<file path="src/rtl/compute_arbiter_pkg.sv">
// compute_arbiter_pkg: shared types and constants for the compute arbiter slice of the
// accelerator. Holds the operand/result types used between the processing units and the
// shared compute unit, the arbiter state encoding and a small pointer-wrap helper.
//
// Contents:
//   UNIT_COUNT, UNIT_ID_WIDTH  number of processing units and width of a unit index
//   ARB_TIMEOUT_DEFAULT        default WAIT watchdog limit (used with ARB_TIMEOUT_EN)
//   comp_type_e                operation type carried with each request
//   matrix_t, vector_t         operand and result payloads
//   arb_state_e                arbiter sequencing states
//   wrap_inc()                 index increment modulo a requester count
package compute_arbiter_pkg;

   localparam int unsigned UNIT_COUNT          = 4;
   localparam int unsigned UNIT_ID_WIDTH       = 2;
   localparam int unsigned ARB_TIMEOUT_DEFAULT = 256;

   localparam int unsigned ELEM_WIDTH = 8;
   localparam int unsigned MAT_DIM    = 2;

   typedef enum logic [1:0] {
      COMP_ADD = 2'd0,
      COMP_SUB = 2'd1,
      COMP_MUL = 2'd2,
      COMP_DOT = 2'd3
   } comp_type_e;

   // 2x2 operand of 8-bit elements; result is a 2-entry vector of 16-bit lanes.
   typedef logic [MAT_DIM*MAT_DIM-1:0][ELEM_WIDTH-1:0] matrix_t;
   typedef logic [MAT_DIM-1:0][2*ELEM_WIDTH-1:0]       vector_t;

   typedef enum logic [1:0] {
      ARB_IDLE  = 2'd0,
      ARB_ISSUE = 2'd1,
      ARB_WAIT  = 2'd2,
      ARB_RESP  = 2'd3
   } arb_state_e;

   // Next index after idx, wrapping to 0 once n is reached (n need not be a power of two).
   function automatic logic [UNIT_ID_WIDTH-1:0] wrap_inc(input logic [UNIT_ID_WIDTH-1:0] idx,
                                                         input int unsigned              n);
      if (32'(idx) + 32'd1 >= n) begin
         return '0;
      end
      return idx + 1'b1;
   endfunction

endpackage

</file>
<file path="src/rtl/compute_arbiter_picker.sv">
// rr_priority_picker: combinational round-robin pick. Searches req_i starting at bit
// rr_ptr_i and moving upward, wrapping modulo N_REQ, and reports the first set bit.
//
// Parameters:
//   N_REQ   number of request lines
//   IDX_W   width of rr_ptr_i / idx_o; must be able to hold N_REQ-1
// Ports:
//   req_i     request levels
//   rr_ptr_i  index given highest priority
//   onehot_o  one-hot winner (zero when no request)
//   idx_o     index of the winner (zero when no request)
//   valid_o   at least one request present
module rr_priority_picker #(
   parameter int unsigned N_REQ = 4,
   parameter int unsigned IDX_W = 2
) (
   input  logic [N_REQ-1:0] req_i,
   input  logic [IDX_W-1:0] rr_ptr_i,
   output logic [N_REQ-1:0] onehot_o,
   output logic [IDX_W-1:0] idx_o,
   output logic             valid_o
);

   logic [IDX_W-1:0] cand;

   always_comb begin
      onehot_o = '0;
      idx_o    = '0;
      valid_o  = 1'b0;
      cand     = '0;
      for (int unsigned i = 0; i < N_REQ; i++) begin
         cand = IDX_W'((32'(rr_ptr_i) + i) % N_REQ);
         if (!valid_o && req_i[cand]) begin
            valid_o        = 1'b1;
            onehot_o[cand] = 1'b1;
            idx_o          = cand;
         end
      end
   end

endmodule

</file>
<file path="src/rtl/compute_arbiter.sv">
// compute_arbiter: round-robin arbiter and sequencer sharing one compute unit among
// N_REQ processing units. Each transaction grants one requester, latches its operand and
// operation type, runs the request/ready/done handshake with the compute unit and returns
// the result to the owner with a one-cycle done pulse.
//
// Optional feature: define ARB_TIMEOUT_EN to add a WAIT watchdog. After TIMEOUT_CYCLES
// cycles without cu_done the transaction is closed with unit_err=1 and a zero result.
// Without the macro WAIT waits indefinitely and unit_err is tied low.
//
// Ports:
//   clk, rst_n                 clock, asynchronous active-low reset
//   req/req_type/req_data      per-unit request level, operation type and operand
//   grant, owner_id            one-hot owner and its index (zero when idle)
//   unit_done, unit_err        one-cycle completion pulse to the owner; timeout qualifier
//   unit_result                result broadcast to all units, held until the next response
//   cu_request/cu_ready        issue handshake with the compute unit
//   cu_done/cu_result          completion and result from the compute unit
//   cu_comp_type, cu_data      operation type and operand latched at grant
//   busy                       any state other than idle
//   grant_count                saturating count of completed grants
module compute_arbiter
   import compute_arbiter_pkg::*;
#(
   parameter int unsigned N_REQ          = UNIT_COUNT,
   parameter int unsigned TIMEOUT_CYCLES = ARB_TIMEOUT_DEFAULT
) (
   input  logic                     clk,
   input  logic                     rst_n,
   input  logic [N_REQ-1:0]         req,
   input  comp_type_e               req_type [N_REQ],
   input  matrix_t                  req_data [N_REQ],
   output logic [N_REQ-1:0]         grant,
   output logic [N_REQ-1:0]         unit_done,
   output vector_t                  unit_result,
   output logic                     unit_err,
   output logic                     cu_request,
   input  logic                     cu_ready,
   input  logic                     cu_done,
   output comp_type_e               cu_comp_type,
   output matrix_t                  cu_data,
   input  vector_t                  cu_result,
   output logic [UNIT_ID_WIDTH-1:0] owner_id,
   output logic                     busy,
   output logic [15:0]              grant_count
);

   localparam logic [1:0] StIdle  = ARB_IDLE;
   localparam logic [1:0] StIssue = ARB_ISSUE;
   localparam logic [1:0] StWait  = ARB_WAIT;
   localparam logic [1:0] StResp  = ARB_RESP;

   logic [1:0]               state_q, state_d;
   logic [N_REQ-1:0]         grant_q, grant_d;
   logic [UNIT_ID_WIDTH-1:0] owner_q, owner_d;
   logic [UNIT_ID_WIDTH-1:0] rr_ptr_q, rr_ptr_d;
   comp_type_e               type_q, type_d;
   matrix_t                  data_q, data_d;
   logic                     cu_request_q, cu_request_d;
   logic [N_REQ-1:0]         unit_done_q, unit_done_d;
   vector_t                  result_q, result_d;
   logic [15:0]              count_q, count_d;

   logic [N_REQ-1:0]         pick_onehot;
   logic [UNIT_ID_WIDTH-1:0] pick_idx;
   logic                     pick_valid;

   rr_priority_picker #(
      .N_REQ (N_REQ),
      .IDX_W (UNIT_ID_WIDTH)
   ) u_picker (
      .req_i    (req),
      .rr_ptr_i (rr_ptr_q),
      .onehot_o (pick_onehot),
      .idx_o    (pick_idx),
      .valid_o  (pick_valid)
   );

`ifdef ARB_TIMEOUT_EN
   localparam int unsigned CntW = $clog2(TIMEOUT_CYCLES + 1);

   logic [CntW-1:0] wd_cnt_q, wd_cnt_d;
   logic            timeout;
   logic            err_q, err_d;

   // Counter only advances in WAIT, so it is zero on every entry to WAIT.
   assign timeout = (state_q == StWait) && (wd_cnt_q == CntW'(TIMEOUT_CYCLES - 1));

   always_comb begin
      wd_cnt_d = '0;
      if (state_q == StWait) begin
         wd_cnt_d = wd_cnt_q + 1'b1;
      end
   end

   always_ff @(posedge clk or negedge rst_n) begin
      if (!rst_n) begin
         wd_cnt_q <= '0;
         err_q    <= 1'b0;
      end else begin
         wd_cnt_q <= wd_cnt_d;
         err_q    <= err_d;
      end
   end

   assign unit_err = err_q;
`else
   logic unused_timeout;
   assign unused_timeout = ^TIMEOUT_CYCLES;
   assign unit_err       = 1'b0;
`endif

   always_comb begin
      state_d      = state_q;
      grant_d      = grant_q;
      owner_d      = owner_q;
      rr_ptr_d     = rr_ptr_q;
      type_d       = type_q;
      data_d       = data_q;
      cu_request_d = cu_request_q;
      unit_done_d  = '0;
      result_d     = result_q;
      count_d      = count_q;
`ifdef ARB_TIMEOUT_EN
      err_d        = 1'b0;
`endif

      case (state_q)
         StIdle: begin
            // Operands are captured here so later req_data/req_type changes cannot leak
            // into the transaction in flight.
            if (pick_valid) begin
               grant_d      = pick_onehot;
               owner_d      = pick_idx;
               type_d       = req_type[pick_idx];
               data_d       = req_data[pick_idx];
               cu_request_d = 1'b1;
               state_d      = StIssue;
            end
         end

         StIssue: begin
            if (cu_ready) begin
               cu_request_d = 1'b0;
               state_d      = StWait;
            end
         end

         StWait: begin
            // grant_q is the owner's one-hot, so it doubles as the done pulse pattern.
            if (cu_done) begin
               result_d    = cu_result;
               unit_done_d = grant_q;
               state_d     = StResp;
`ifdef ARB_TIMEOUT_EN
            end else if (timeout) begin
               result_d    = '0;
               unit_done_d = grant_q;
               err_d       = 1'b1;
               state_d     = StResp;
`endif
            end
         end

         StResp: begin
            // The owner becomes lowest priority for the next arbitration.
            grant_d  = '0;
            rr_ptr_d = wrap_inc(owner_q, N_REQ);
            count_d  = (count_q == 16'hFFFF) ? count_q : count_q + 16'd1;
            state_d  = StIdle;
         end

         default: begin
            state_d = StIdle;
         end
      endcase
   end

   always_ff @(posedge clk or negedge rst_n) begin
      if (!rst_n) begin
         state_q      <= StIdle;
         grant_q      <= '0;
         owner_q      <= '0;
         rr_ptr_q     <= '0;
         type_q       <= COMP_ADD;
         data_q       <= '0;
         cu_request_q <= 1'b0;
         unit_done_q  <= '0;
         result_q     <= '0;
         count_q      <= '0;
      end else begin
         state_q      <= state_d;
         grant_q      <= grant_d;
         owner_q      <= owner_d;
         rr_ptr_q     <= rr_ptr_d;
         type_q       <= type_d;
         data_q       <= data_d;
         cu_request_q <= cu_request_d;
         unit_done_q  <= unit_done_d;
         result_q     <= result_d;
         count_q      <= count_d;
      end
   end

   assign grant        = grant_q;
   assign owner_id     = owner_q;
   assign cu_comp_type = type_q;
   assign cu_data      = data_q;
   assign cu_request   = cu_request_q;
   assign unit_done    = unit_done_q;
   assign unit_result  = result_q;
   assign grant_count  = count_q;
   assign busy         = (state_q != StIdle);

endmodule

</file>
<file path="config.mk">
export PLATFORM = sky130hd
export DESIGN_NAME = compute_arbiter
export DESIGN_NICKNAME = d
export VERILOG_FILES = /design/src/rtl/compute_arbiter_pkg.sv /design/src/rtl/compute_arbiter_picker.sv /design/src/rtl/compute_arbiter.sv
export SDC_FILE = /design/constraint.sdc
export NUM_CORES = 1
export LEC_CHECK = 0
export CAP_MARGIN = 20
export CORE_MARGIN = 2
export CORE_UTILIZATION = 29
export CTS_CLUSTER_DIAMETER = 30
export DETAILED_ROUTE_END_ITERATION = 7
export GPL_TIMING_DRIVEN = 0
export SYNTH_ARGS = -nofsm -noshare
export SYNTH_HDL_FRONTEND = slang
export SYNTH_SLANG_ARGS = --single-unit
</file>
<file path="constraint.sdc">
create_clock -name clk -period 4.05 [get_ports clk]
set_input_delay 0.81 -clock clk [delete_from_list [all_inputs] [get_ports clk]]
set_output_delay 0.81 -clock clk [all_outputs]
set_load 0.02 [all_outputs]
</file>
==> summary.txt <==
Setup path
  – Crit Path Category: flip-flop to flip-flop
  – Crit start category: flip-flop
  – Top delay family on crit path: buffers and inverters
  – Worst EP arrival: 3920 ps
  – CP required: 4340 ps
  – Worst Path Max Fanout: 10
  – Crit path max-delay cell type: mux4_2
  – Most Frequent Cell on Critical Path: buf_6
  – Crit path capture type: flip-flop
  – Buf/Inv on CP: 5
  – Critical path cell sequence: buf_6 > buf_2 > inv_1 > ha_1 > mux4_2 > nor2b_4 > buf_6 > o21ai_4 > a221oi_2 > buf_4 > a22oi_1 > nand3_1
  – CP max stage delay: 650 ps

Placed design
  – Final GP Congestion: 0.855
  – Setup slack at placement: about 380 ps
  – Placed inst area: between 8000 and 9000 um2
  – Cells after DPL: ~1.0k
  – Hpwl dp: 14200 um
  – IO Port Bufs: 266

Finish
  – Layout Nets: 978
  – Synthesis-to-finish area growth: 61.2%
  – Fillers: 1671
  – Layout Cells excl Fill: about 1.0k
  – Post-Layout Inst Area: 8580 um2
  – Share of cells above drive strength 1: 0.105
  – Final Util: 0.477
  – Diode count: 0

Routing
  – Detailed-router iteration count before antenna repair: 4
  – Routed len/inst: 17.6 um
  – Via count: 5081
  – DR iter-0 viols: 208
  – # DRC: 0
  – Post-detailed-route count of antenna-violating nets: 0
  – Number of vias per cell: 4.98
  – Drt total wl: about 18000 um

Synthesis
  – Yosys warns: 0
  – Top-area cell type share of the netlist area: 0.456
  – Sequential area share after synthesis: 0.456
  – Syn avg cell area: 10.5 um2
  – Synth unique cells: 52
  – Ys async rst share: 1.00
  – Most area-hungry cell type in the Yosys netlist: dfrtp_1
  – Mapped Area: 5320 um2
  – Ys flop type: dfrtp_1
  – Synthesis-stage register bit count: 97
  – Synth top area cells: dfrtp_1 46%, mux2_2 7.0%, a22oi_1 4.5%
  – Mapped Nets: 700
  – EDFF count, synth: 0
  – Mapped Cells: 509

CTS
  – CTS buffer count: 9
  – Hold-fix buffers at CTS: 0
  – CTS HTree Levels: 3
  – Clock tree buffer depth: 2
  – Clock latency on the worst-skew pair: between 300 and 400 ps
  – Setup bufs post-CTS: 0
  – CTS tree: built
  – Clock root cell: clkbuf_16
  – Clk slew on worst S/H paths: 80 ps
  – CTS resizes: 0
  – Clock sink count: 97

Global routing
  – Largest net degree at the start of global routing: 53
  – Gr ovfl total: 0
  – GRT Resource Usage Total: 0.183
  – Initial antenna violation count: 0
  – Vias in the first global route: roughly 5.3k
  – Global-route wire length before repair: 28500 um

Timing
  – Slew Limit Fails: 0
  – Final Hold Violating Endpoints: 0
  – Time the worst path needs with I/O delays and setup: 3630 ps
  – Max-slew headroom: 0.569
  – Crit share post-route: 0.896
  – Setup Skew: 7.53 ps
  – TNS Setup: 0 ps
  – Hold_ws: ~470 ps
  – Unrepaired setup endpoints after global routing: false
  – Max Freq: 0.275 GHz
  – # setup viols final: 0
  – Slack of the critical path: 420 ps
  – Actual slew at the worst max-slew pin: 646 ps

Power and ir drop
  – PwrDens: 732 nW/um2
  – Overall Power: between 6 and 7 mW
  – Maximum vdd drop: 402 uV
  – Static Leakage: 3.60 nW

Run
  – # Max-Cap Violations: 0

Floorplan
  – IO Count: between 200 and 300
  – Core area: 18000 um2
  – Initial Util: 0.296
  – Die area: 19400 um2
  – Die width: 139 um
  – # rows: 49
  – Die Ht: 139 um

Hold path
  – HP Class: input port to asynchronous set/reset pin

Outcome
  – Status: finished clean
## power by group
part | total, mW | internal, mW | switching [mW]
clock | 0.835 | 0.426 | 0.409
combinational | 3.79 | 1.75 | 2.04
sequential | 1.65 | 1.39 | 0.261
total | 6.28 | 3.57 | 2.71
## per-layer routing
metal / global-route usage / share of wire / up-vias
met5: 0 / 0 / -
li1: - / - / 2414
met2: 0.315 / 0.49 / 239
met3: 0.0588 / 0.10 / 17
met4: 0.0473 / 0.013 / 0
met1: 0.223 / 0.40 / 2411
## logic make-up after synthesis
family | after synthesis | synth area share
mux | 57 | 0.122
simple gates | 151 | 0.145
flops | 97 | 0.456
xor+xnor | 14 | 0.0230
compound gates | 128 | 0.175
other cells | 1 | 0.000705
fa+ha+maj | 15 | 0.0353
buf+inv | 46 | 0.0426
## worst reg2reg max path: stages, from the launching register on
cell and delay [ps]:
dfrtp_1 460, buf_6 170, buf_2 250, inv_1 180, ha_1 450, mux4_2 650
nor2b_4 150, buf_6 140, o21ai_4 100, a221oi_2 490, buf_4 290, a22oi_1 150
nand3_1 110
## registers in the layout, summed over array words and instances (netlist names)
register      flops
unit_result      32
grant             4
grant_count      16
cu_request        1
rr_ptr_q          2
owner_id          2
state_q           2
unit_done         4
cu_data          32
cu_comp_type      2
## placed cells by master, fill, tap and decap left out, types with 4 or more instances in the layout
master and count:
nand3_2 8, a21oi_1 4, a21o_1 26, mux2i_1 21, dfrtp_1 97, clkbuf_16 9, clkinvlp_4 4, nand4_1 5
clkbuf_1 17, buf_2 7, buf_1 4, clkdlybuf4s50_1 265, nand2_1 55, a22oi_1 32, buf_6 4, nand3_1 42
mux2_2 33, o221ai_1 10, xor2_1 5, buf_4 5, ha_1 15, xnor2_1 9, o21ai_0 35, inv_1 11
and3_1 9, nor2_1 13
## worst paths after layout
kind	startpoint	endpoint	slack, ps	cells after the start
setup / recovery	rr_ptr_q[0]$_DFFE_PN0P_	cu_data[8]$_DFFE_PN0P_	420	12
hold / removal	rst_n	unit_result[15]$_DFFE_PN0P_	470	1
setup reg to reg	rr_ptr_q[0]$_DFFE_PN0P_	cu_data[8]$_DFFE_PN0P_	420	12
hold reg to reg	cu_data[9]$_DFFE_PN0P_	cu_data[9]$_DFFE_PN0P_	500	2
max in group asynchronous	rst_n	cu_data[5]$_DFFE_PN0P_	2900	2
min in group clk	cu_data[9]$_DFFE_PN0P_	cu_data[9]$_DFFE_PN0P_	500	2
## cells in the mapped netlist (5+ instances only)
cell,n
buf_2,7
dfrtp_1,97
nor2_1,13
nand2_1,55
mux2_2,33
nand3_2,8
inv_1,11
clkbuf_1,16
a22oi_1,32
xnor2_1,9
ha_1,15
xor2_1,5
mux2i_1,21
and3_1,9
a21o_1,26
nand3_1,42
o21ai_0,35
nand4_1,5
o221ai_1,10
## layout make-up
class	instances	area, um2	area share
clock buffers	10	229	0.0267
plain buffers	35	185	0.0216
clock inverters	6	52.6	0.00613
repair buffers	267	2690	0.313
flip-flops and latches	97	2430	0.283
well taps	229	287	0.0334
multi-input cells	366	2670	0.311
inverters	11	41.3	0.00481
(Power assumes the default switching activity.)
